$ cat src/rtl/pad_input_conditioner.sv
// Per-channel pad input conditioner: two-flop synchronizer, optional debounce, edge pulses and sticky interrupt pending bits.
// Optional feature macro: PAD_INPUT_DEBOUNCE_EN builds the per-channel debounce counters (default build passes raw straight to level).
module pad_input_conditioner #(
   parameter int NCH   = 8,
   parameter int DEB_W = 8
) (
   input  logic               clk_i,
   input  logic               rst_i,
   input  logic [NCH-1:0]     pad_i,
   input  logic [NCH-1:0]     en_i,
   input  logic [NCH-1:0]     invert_i,
   input  logic [DEB_W-1:0]   deb_thresh_i,
   input  logic [2*NCH-1:0]   irq_mode_i,
   input  logic [NCH-1:0]     irq_clr_i,
   output logic [NCH-1:0]     level_o,
   output logic [NCH-1:0]     rise_o,
   output logic [NCH-1:0]     fall_o,
   output logic [NCH-1:0]     pending_o,
   output logic               irq_o
);

   logic [NCH-1:0] sync1;
   logic [NCH-1:0] sync2;
   logic [NCH-1:0] raw;
   logic [NCH-1:0] level;
   logic [NCH-1:0] level_nxt;
   logic [NCH-1:0] rise;
   logic [NCH-1:0] fall;
   logic [NCH-1:0] pending;
   logic [NCH-1:0] set_pend;

   assign raw = sync2 ^ invert_i;

`ifdef PAD_INPUT_DEBOUNCE_EN
   logic [DEB_W-1:0] cnt [NCH];

   always_comb begin
      // NOTE: default assignment first so every path drives level_nxt and no latch is inferred.
      level_nxt = level;
      for (int i = 0; i < NCH; i++) begin
         if (raw[i] != level[i] && cnt[i] >= deb_thresh_i) level_nxt[i] = raw[i];
      end
   end

   // >= rather than == so a threshold lowered mid-count takes effect on the very next edge.
   always_ff @(posedge clk_i) begin
      for (int i = 0; i < NCH; i++) begin
         // NOTE: the counter array is reset explicitly; a partial count must never survive reset.
         if (rst_i || !en_i[i] || raw[i] == level[i] || level_nxt[i] != level[i]) begin
            cnt[i] <= '0;
         end else if (cnt[i] != {DEB_W{1'b1}}) begin
            cnt[i] <= cnt[i] + 1'b1;
         end
      end
   end
`else
   logic unused_deb_thresh;
   assign unused_deb_thresh = ^deb_thresh_i;
   assign level_nxt         = raw;
`endif

   always_comb begin
      set_pend = '0;
      for (int i = 0; i < NCH; i++) begin
         set_pend[i] = (rise[i] & irq_mode_i[2*i]) | (fall[i] & irq_mode_i[2*i+1]);
      end
   end

   // A disabled channel is held at zero without producing edge pulses; its pending bit is kept.
   always_ff @(posedge clk_i) begin
      if (rst_i) begin
         sync1   <= '0;
         sync2   <= '0;
         level   <= '0;
         rise    <= '0;
         fall    <= '0;
         pending <= '0;
      end else begin
         // NOTE: non-blocking assignments so every flop samples pre-edge values of the others.
         sync1   <= pad_i & en_i;
         sync2   <= sync1 & en_i;
         level   <= level_nxt & en_i;
         rise    <= level_nxt & ~level & en_i;
         fall    <= ~level_nxt & level & en_i;
         pending <= (pending & ~irq_clr_i) | set_pend;
      end
   end

   assign level_o   = level;
   assign rise_o    = rise;
   assign fall_o    = fall;
   assign pending_o = pending;
   assign irq_o     = |pending;

endmodule

$ cat config.mk
export PLATFORM = sky130hd
export DESIGN_NAME = pad_input_conditioner
export DESIGN_NICKNAME = d
export VERILOG_FILES = /design/src/rtl/pad_input_conditioner.sv
export SDC_FILE = /design/constraint.sdc
export NUM_CORES = 1
export LEC_CHECK = 0
export CORE_AREA = 2 2 73 75
export CTS_CLUSTER_DIAMETER = 50
export DETAILED_ROUTE_END_ITERATION = 10
export DIE_AREA = 0 0 75 77
export GPL_ROUTABILITY_DRIVEN = 0
export PLACE_DENSITY = 0.73
export SLEW_MARGIN = 5
export SYNTH_ARGS = -nofsm -noshare
export SYNTH_HDL_FRONTEND = slang
export SYNTH_SLANG_ARGS = --single-unit
$ cat constraint.sdc
create_clock -name clk_i -period 0.8 [get_ports clk_i]
set_input_delay 0.2 -clock clk_i [delete_from_list [all_inputs] [get_ports clk_i]]
set_output_delay 0.2 -clock clk_i [all_outputs]
set_load 0.02 [all_outputs]
=== Word-level counts from Yosys, hierarchy flattened ===
Index checks and enable logic that the tools add are counted.

* Equal/unequal tests: 0
* Multipliers: 0
* $lt $le $gt $ge: 0
* Multiplexer cells: 0
* Shift operators: 0
* Bitwise logic cells: 37
* $add $sub $neg: 0
* Divide/modulo/power cells: 0
* Reductions and logical operators: 1

{| class="wikitable"
|+ Operator list
! kind !! number
|-
| 8-bit bitwise AND || 8
|-
| 8-bit NOT || 3
|-
| 1-bit bitwise AND || 16
|-
| 1-bit bitwise OR || 8
|-
| 8-bit bitwise OR || 1
|-
| 8-bit OR reduction || 1
|-
| 8-bit XOR || 1
|}

* Memories: 0
* Register bits: 48
* Logic and storage cells: 44
* ROM bits: 0
* Latch bits: 0
* Memory bits (writable): 0

=== Logic depth before layout (Yosys ltp) ===
* Depth after elaboration: 4
* Depth in mapped cells: 3

=== Worst setup path after synthesis ===
OpenSTA, ideal clock, no wires.

* Path kind: reg-to-output
* Start point: register pending[6], in the netlist pending_o[6]
* End point: output irq_o
* Path slack: -0.216 ns
* Arrival time: 0.816 ns
* Cell stages (with the launch flop): 3
* Path through: dfxtp_1 > nor4_1 > nand2_1

* Longest elaborated chain between the ends: 1

{| class="wikitable"
|+ Ends and longest elaborated chain
! what !! line !! text
|-
| start, declared || 29 || <nowiki>logic [NCH-1:0] pending;</nowiki>
|-
| start signal, assigned || 85 || <nowiki>pending <= (pending & ~irq_clr_i) | set_pend;</nowiki>
|-
| 8-bit OR reduction || 93 || <nowiki>assign irq_o = |pending;</nowiki>
|-
| end, declared || 19 || <nowiki>output logic irq_o</nowiki>
|}

No other way between the ends.

=== Worst setup path in the final report ===
* Start point: register pending[5], in the netlist pending_o[5]
* End point: output irq_o

The elaborated chain is that of the path after synthesis.

==> metrics <==
clock root buffer master=clkbuf_8; Tot Pwr=4.87 mW; 1st-iter DRT viols=35; Reg2Reg Setup Slack=-0.02 ns; Psw=1.13 mW; share of cells above drive strength 1=63.3%; final hold viol count=0; vias per std cell=4.27; slowest CP cell=dfxtp_2; routed len/inst=12.5 um; Yosys reg bits=48; Min-Delay Endpoint=level_o[4]$_SDFF_PP0_; status=finished with violations; setup violators final=35; CTS buffer count=5; launch point of the worst hold path=invert_i[4]; Post-Syn Area=0.00163 mm^2; final cell count without fillers=337; Max VDD drop=0.957 mV; Slew Limit Fails=0; Mean Syn Cell Area=11.5 um^2; Worst-path clk slew=0.09 ns; post-synth top area share=59.1%; P&R area growth vs syn=100%; Post-synth EDFFs=0; synthesized instance count=141; all-layer global routing usage=14.5%; largest family of logic cells by synthesized area=simple AND/OR/NAND/NOR gates; DRC Markers=0; worst path arrival time=1.16 ns; # fillers=408; Async SR Flop Fraction=0%; clk_skew=0.00470 ns; Max FO, Critical Path=3; internal power=3.74 mW; gr ovfl total=0; sequential power share=51.8%; IO buf count=82; Worst R2R Start=rise_o[7]$_SDFF_PP0_; largest cells by area after synthesis=dfxtp_1 59%, nand2b_4 6.8%, xnor2_1 4.3%, a22oi_1 3.7%, and2_2 3.7%; Synth Area in Adders=0%; Pwr Density=1500 mW/mm^2; Slew headroom=85.0%; die area=0.00578 mm^2; Slew @ Worst Pin=0.223 ns; io pins=91; initial antenna violation count=0; slowest stage delay, CP=0.35 ns; Seq/Total Area, Yosys=59.1%; simple-gate share of the synthesized area=29.0%; Sink Count=48; Initial Utilization=32.7%; XOR/XNOR Fraction of Synth Area=4.31%; Syn Nets=199; Netlist cell types=17; Hold Path Class=input port to flip-flop; Max Clock Freq=733 MHz; violated checks=setup timing; Layout Nets=324; leakage=1.45 nW; Setup WS post-layout=-0.564 ns; crit path time final=1.36 ns; Main synth FF type=dfxtp_1; Final period util=171%; hold_buf cts=0; Post-DP HPWL=2.86 mm; Die W=75 um; num rows=26; Die Ht=77 um; H-tree depth=2; clock power share=30.3%; unrepaired setup endpoints after global routing=true; DP Cell Count=319; pin count of the biggest net entering global routing=17; area occupied by registers=0.00101 mm^2; Gate power share=17.9%; Yosys top cell by area=dfxtp_1; Final Util=65.4%; R2R cell count=3; max cap viols=0; drt pass-1 iters=3; Critical Path Start Type=flip-flop; total number of vias=1,440; core region area=0.00498 mm^2; n_diodes=0; global-route wire length before repair=6.42 mm; area taken by multi-input logic gates=837 um^2; vias in the first global route=1,450; mux contribution to synthesized area=0%; CP Cell Sequence=nor4_2, nand2_1, buf_6; Cells on Worst Hold Path=3; Worst-Skew Late Latency=0.29 ns; Synth Warn #=0; DRT Wirelength=4.22 mm; CP Capture Type=output port; post-synthesis compound-gate area fraction=6.16%; most frequent cell after synthesis=dfxtp_1; Sw Ratio=23.1%; Worst EP required=0.60 ns; capturing point of the worst reg2reg path=pending_o[7]$_SDFF_PP0_; Setup CP Type=flip-flop to output port; final antenna-violating net count=0; Clock Tree Buf Depth=2; CTS tree=done
## cells in the final DEF (no fill, tap or decap), drive strengths merged
| cell type | n |
|---|---|
| a21oi | 8 |
| a22oi | 8 |
| and2 | 16 |
| and2b | 4 |
| and3 | 8 |
| buf | 70 |
| clkbuf | 10 |
| clkdlybuf4s50 | 34 |
| dfxtp | 48 |
| dlygate4sd2 | 8 |
| dlymetal6s2s | 6 |
| nand2 | 1 |
| nand2b | 16 |
| nor2 | 8 |
| nor2b | 4 |
| nor3 | 8 |
| nor4 | 2 |
| xnor2 | 8 |
## worst max-delay path: cells and delay by family, from the launching register on
family                 cells  cell delay [ns]
buffers and inverters      1             0.14
flip-flops                 1             0.35
AND/OR/NAND/NOR            2             0.37
## registers in the layout, summed over array words and instances, names as in the netlist
| register | cells |
|---|---|
| pending_o | 8 |
| sync2 | 8 |
| level_o | 8 |
| fall_o | 8 |
| rise_o | 8 |
| sync1 | 8 |
## per-stage QoR
step / hold WS, ns / worst slack [ns] / TNS [ns] / instance area [um^2]
4_1_cts: 0.313 / -0.528 / -6.74 / 3070
3_5_place_dp: 0.416 / -0.603 / -34.84 / 2740
5_1_grt: 0.245 / -0.601 / -7.64 / 3260
6_report: 0.232 / -0.564 / -6.45 / 3260
3_3_place_gp: 0.411 / -0.604 / -33.77 / 2740
2_1_floorplan: 0.322 / -0.179 / -0.179 / 1630
## power by group through the flow
stage	registers (mW)	clock network (mW)	logic, mW
4_1_cts	2.52	1.50	0.798
3_3_place_gp	2.55	0	0.738
3_5_place_dp	2.55	0	0.743
5_1_grt	2.53	1.60	0.929
6_report	2.52	1.48	0.869
2_1_floorplan	2.62	0	0.192
## repair_timing
action / in CTS / in global routing
buffers inserted: 2 / 11
pin swaps: 11 / 20
setup endpoints to repair: 80 / 56
gates resized for setup: 269 / 37
cloned: 0 / 2
## worst max path at each step
stage / start / endpoint / slack, ns
finish: pending_o[5]$_SDFF_PP0_ / irq_o / -0.56
floorplan: pending_o[7]$_SDFF_PP0_ / irq_o / -0.18
CTS: pending_o[3]$_SDFF_PP0_ / irq_o / -0.53
global placement: pending_o[3]$_SDFF_PP0_ / irq_o / -0.60
global route: pending_o[5]$_SDFF_PP0_ / irq_o / -0.60
detailed placement: pending_o[3]$_SDFF_PP0_ / irq_o / -0.60
## cells by family after synthesis
kind of cell           Yosys count
flip-flops                      48
AO/OA/AOI/OAI                   16
buffers and inverters            2
XOR/XNOR                         8
AND/OR/NAND/NOR                 67
## cell type report
cell class                      count  area share (%)
Clock buffer                        8            2.77
Multi-Input combinational cell     91            25.7
Sequential cell                    48            31.0
Tap cell                           70            2.69
Timing Repair Buffer              120            37.8
## layer usage
layer	share of wire [%]	vias to the layer above	track usage, %
met5	0	-	0
li1	-	726	-
met1	41	652	17.0
met4	1.8	0	5.89
met2	50	53	24.6
met3	6.3	9	3.81
(Power assumes the default switching activity.)
==> variant 1, RTL diff (same settings) <==
Take the reset off `pending` and load it in a clocked block of its own.
--- a/src/rtl/pad_input_conditioner.sv
+++ b/src/rtl/pad_input_conditioner.sv
@@ -74,7 +74,6 @@
          level   <= '0;
          rise    <= '0;
          fall    <= '0;
-         pending <= '0;
       end else begin
          // NOTE: non-blocking assignments so every flop samples pre-edge values of the others.
          sync1   <= pad_i & en_i;
@@ -82,8 +81,11 @@
          level   <= level_nxt & en_i;
          rise    <= level_nxt & ~level & en_i;
          fall    <= ~level_nxt & level & en_i;
-         pending <= (pending & ~irq_clr_i) | set_pend;
       end
+   end
+
+   always_ff @(posedge clk_i) begin
+      pending <= (pending & ~irq_clr_i) | set_pend;
    end
 
    assign level_o   = level;
Function: differs if rst_i is asserted again (counterexample within 4 cycles, from zero or initial values and one cycle with rst_i high); with rst_i held inactive, the same outputs for 10 cycles.
==> variant 1 against the original RTL <==
- count of clock-buffer cells in the layout is 3 lower
- clock skew down 0.00079 ns
- clock power rose by 14%
- fmax increased by 1.4%
- combinational power rose by 6.4%
- critical path type unchanged
- synthesized cell count shrank 0.71%
- the run still ends with negative setup slack left
- sequential cell count did not move
- area after synthesis is 3.5% lower
- routed wire length is 12% lower
- final area decreased by 6.0%
- power increased by 6.0%
- worst setup slack better by 0.019 ns
- critical endpoint unchanged
==> variant 1: results (changes against the original RTL) <==
| Metric | Value |
|---|---|
| Sequential element share of the synthesized area | 61.2% (was 59.1%) |
| Fin worst setup slack | -0.545 ns (was -0.564 ns) |
| DRT iter0 DRCs | 32 (was 35) |
| Complex-gate fraction of the synthesized area | 6.38% (was 6.16%) |
| WL met3 | 215 µm (was 266 µm) |
| Syn-to-layout area delta | 95.1% (was 100%) |
| Final hold slack | 0.240 ns (was 0.232 ns) |
| Clk pwr share | 32.5% (was 30.3%) |
| Met1 wire length | 1420 µm (was 1750 µm) |
| Critical path fanouts, max | 2 (was 3) |
| Leak Pwr | 1.38 nW (was 1.45 nW) |
| Multi-input gates | 83 (was 91) |
| Synth top area cells | dfxtp_1 (61%), xnor2_1 (4.5%), a22oi_1 (3.8%) (was dfxtp_1 (59%), nand2b_4 (6.8%), xnor2_1 (4.3%)) |
| GRT Util Overall | 13.7% (was 14.5%) |
| Internal reg-to-reg setup slack | 0.01 ns (was -0.02 ns) |
| Wire per inst | 11.4 µm (was 12.5 µm) |
| Met2 routed WL | 2010 µm (was 2130 µm) |
| Register share of the cell area | 33.0% (was 31.0%) |
| Reg-to-Reg End | rise_o[4]$_SDFF_PP0_ (was pending_o[7]$_SDFF_PP0_) |
| Multi-input gate share of total cell area | 23.0% (was 25.7%) |
| Hold Path End | rise_o[6]$_SDFF_PP0_ (was level_o[4]$_SDFF_PP0_) |
| Final Setup Violations | 33 (was 35) |
| Vias in the first global route | 1388 (was 1450) |
| DR vias/cell | 4.19 (was 4.27) |
| Fillers | 425 (was 408) |
| Setup_tns | -6.30 ns (was -6.45 ns) |
| CLK BUF | 5 (was 8) |
| Placed Instances | 312 (was 319) |
| Syn_nets | 198 (was 199) |
| DRT Wirelength | 3710 µm (was 4220 µm) |
| Met2 Usage GRT | 23.5% (was 24.6%) |
| Placed inst area | 2630 µm² (was 2740 µm²) |
| First-pass GRT wire length | 6100 µm (was 6420 µm) |
| Status | finished, violations left (unchanged) |
| XOR/XNOR Fraction of Synth Area | 4.47% (was 4.31%) |
| Failing checks | negative setup slack (unchanged) |
| P_int | 4.01 mW (was 3.74 mW) |
## variant 1: what timing repair did
item                                   in CTS  in global routing
setup buffers                               2                  7
endpoints found under the hold margin       0                  0
setup endpoints to repair                  70                 62
gates resized for setup                   260                 33
pin swaps                                   2                 12
## variant 1: worst max-delay path, delay by kind of cell, from the launching register on
family | cells | cell delay (ns)
flip-flops | 1 | 0.34
buffers and inverters | 1 | 0.14
AND/OR/NAND/NOR | 2 | 0.38
## variant 1: worst max-delay path by stage
stage / start / endpoint / slack [ns] / cells past startpoint
after CTS: pending_o[5]$_DFF_P_ / irq_o / -0.56 / 3
final: pending_o[6]$_DFF_P_ / irq_o / -0.55 / 3
after floorplan: pending_o[7]$_DFF_P_ / irq_o / -0.18 / 2
after global routing: pending_o[6]$_DFF_P_ / irq_o / -0.62 / 3
after global placement: pending_o[3]$_DFF_P_ / irq_o / -0.69 / 3
after detailed placement: pending_o[3]$_DFF_P_ / irq_o / -0.71 / 3
==> variant 2, RTL diff (config.mk and constraints unchanged) <==
Made on the original files. The parameter `NCH` goes from 8 to 7.
--- a/src/rtl/pad_input_conditioner.sv
+++ b/src/rtl/pad_input_conditioner.sv
@@ -1,7 +1,7 @@
 // Per-channel pad input conditioner: two-flop synchronizer, optional debounce, edge pulses and sticky interrupt pending bits.
 // Optional feature macro: PAD_INPUT_DEBOUNCE_EN builds the per-channel debounce counters (default build passes raw straight to level).
 module pad_input_conditioner #(
-   parameter int NCH   = 8,
+   parameter int NCH   = 7,
    parameter int DEB_W = 8
 ) (
    input  logic               clk_i,
Ports: changed (9 resized); port bits go from 91 to 81. The function was not compared with the original's and may differ.
==> variant 2 against the original RTL <==
- the flow still finishes with violations (negative setup slack)
- power down 12%
- area after synthesis is 11% lower
- sequential cell count fell by 6
- clock power decreased by 11%
- routed wire length down 16%
- final area shrank 14%
- worst setup slack worse by 0.061 ns
- critical path depth did not move
- count of clock-buffer cells in the layout shrank 2
- highest routed layer unchanged
==> variant 2: results (changes against the original RTL) <==
| Metric | Value |
|---|---|
| Status | finished, violations left (unchanged) |
| Failing checks | negative setup slack (unchanged) |
| CP Launch Point | pending_o[6]$_SDFF_PP0_ (was pending_o[5]$_SDFF_PP0_) |
| Worst-path clk slew | 0.07 ns (was 0.09 ns) |
| Worst-Margin Slew | 0.252 ns (was 0.223 ns) |
| Worst-case reg-to-reg path depth | 4 (was 3) |
| Placed inst area | 2430 µm² (was 2740 µm²) |
| Fin Clk Skew | 0.00302 ns (was 0.00470 ns) |
| XOR/XNOR Fraction of Synth Area | 4.22% (was 4.31%) |
| Leak Pwr | 1.25 nW (was 1.45 nW) |
| Internal reg-to-reg setup slack | 0 ns (was -0.02 ns) |
| CP peak stage delay | 0.33 ns (was 0.35 ns) |
| Avg Inst Size Synth | 11.7 µm² (was 11.5 µm²) |
| Final hold slack | 0.307 ns (was 0.232 ns) |
| Worst VDD drop | 1.00 mV (was 0.957 mV) |
| Complex-gate fraction of the synthesized area | 6.02% (was 6.16%) |
| DP Wirelength | 2510 µm (was 2860 µm) |
| Hold Path End | rise_o[6]$_SDFF_PP0_ (was level_o[4]$_SDFF_PP0_) |
| NumNets Final | 281 (was 324) |
| DRT iter0 DRCs | 48 (was 35) |
| Reg2reg start | pending_o[0]$_SDFF_PP0_ (was rise_o[7]$_SDFF_PP0_) |
| Hold_sp | en_i[6] (was invert_i[4]) |
| Synth top area cells | dfxtp_1 (58%), nand2b_4 (6.6%), and2_1 (6.0%) (was dfxtp_1 (59%), nand2b_4 (6.8%), xnor2_1 (4.3%)) |
| Critical path fanouts, max | 2 (was 3) |
| Share of cells above drive strength 1 | 56.6% (was 63.3%) |
| Fin worst setup slack | -0.625 ns (was -0.564 ns) |
| Final Setup Violations | 29 (was 35) |
| First-pass GRT wire length | 5550 µm (was 6420 µm) |
| Vias in the first global route | 1264 (was 1450) |
| Final non-filler cell total | 298 (was 337) |
| Netlist cell types | 16 (was 17) |
| Setup_tns | -5.23 ns (was -6.45 ns) |
| 1st-pass router iterations | 2 (was 3) |
| Reg-to-Reg End | pending_o[0]$_SDFF_PP0_ (was pending_o[7]$_SDFF_PP0_) |
| GRT Util Overall | 12.8% (was 14.5%) |
variant 2: cell types whose count changed after synthesis, sizes merged, moves of 2 or more:
cell    unedited run  this run
and2              16        14
and2b              4         0
dfxtp             48        42
nand2b            16        14
nor2b              4         7
variant 2: worst max-delay path by stage:
| stage | cells after the start | end | slack [ns] |
|---|---|---|---|
| 2_1_floorplan | 2 | irq_o | -0.18 |
| 3_3_place_gp | 3 | irq_o | -0.69 |
| 3_5_place_dp | 3 | irq_o | -0.75 |
| 4_1_cts | 3 | irq_o | -0.57 |
| 5_1_grt | 3 | irq_o | -0.65 |
| 6_report | 3 | irq_o | -0.63 |
variant 2: cell families after synthesis:
group                  count (synthesis)
XOR/XNOR                               7
buffers and inverters                  2
flip-flops                            42
AO/OA/AOI/OAI                         14
AND/OR/NAND/NOR                       59
variant 2: area by class of cell:
class	instances	area, µm²
clock buffer	6	82.6
fill	452	2170
multi-input combinational	80	717
sequential	42	881
tap	70	87.6
timing repair buffer	100	1040
variant 2: power by group:
group	internal (mW)	switching, mW
Clock	0.665	0.644
Combinational	0.496	0.271
Sequential	2.16	0.0423
Total	3.33	0.957
variant 2: repair_timing:
item / 4_1_cts / 5_1_grt
setup endpoints to repair: 66 / 43
setup buffers: 2 / 3
gates cloned: 1 / 0
pin swaps: 3 / 8
resized for setup: 221 / 23
variant 2: metal layers:
| metal | routed length, µm | GRT usage [%] | vias up |
|---|---|---|---|
| met5 | 0 | 0 | - |
| met4 | 42 | 3.75 | 0 |
| li1 | - | - | 618 |
| met3 | 299 | 5.26 | 5 |
| met2 | 1840 | 23.2 | 47 |
| met1 | 1350 | 13.1 | 579 |
variant 2: tightest hold or removal path, delay by kind of cell:
kind	cells	cell delay [ns]
buf+inv	2	0.26
simple gates	2	0.10
variant 2: metrics by stage:
stage | utilization (%) | total power [mW] | setup slack, ns
after floorplan | - | 2.47 | -0.179
after global placement | 48.8 | 2.89 | -0.686
after detailed placement | 48.8 | 2.91 | -0.751
after CTS | 54.2 | 4.31 | -0.569
after global routing | 56.3 | 4.49 | -0.648
final | 56.3 | 4.28 | -0.625
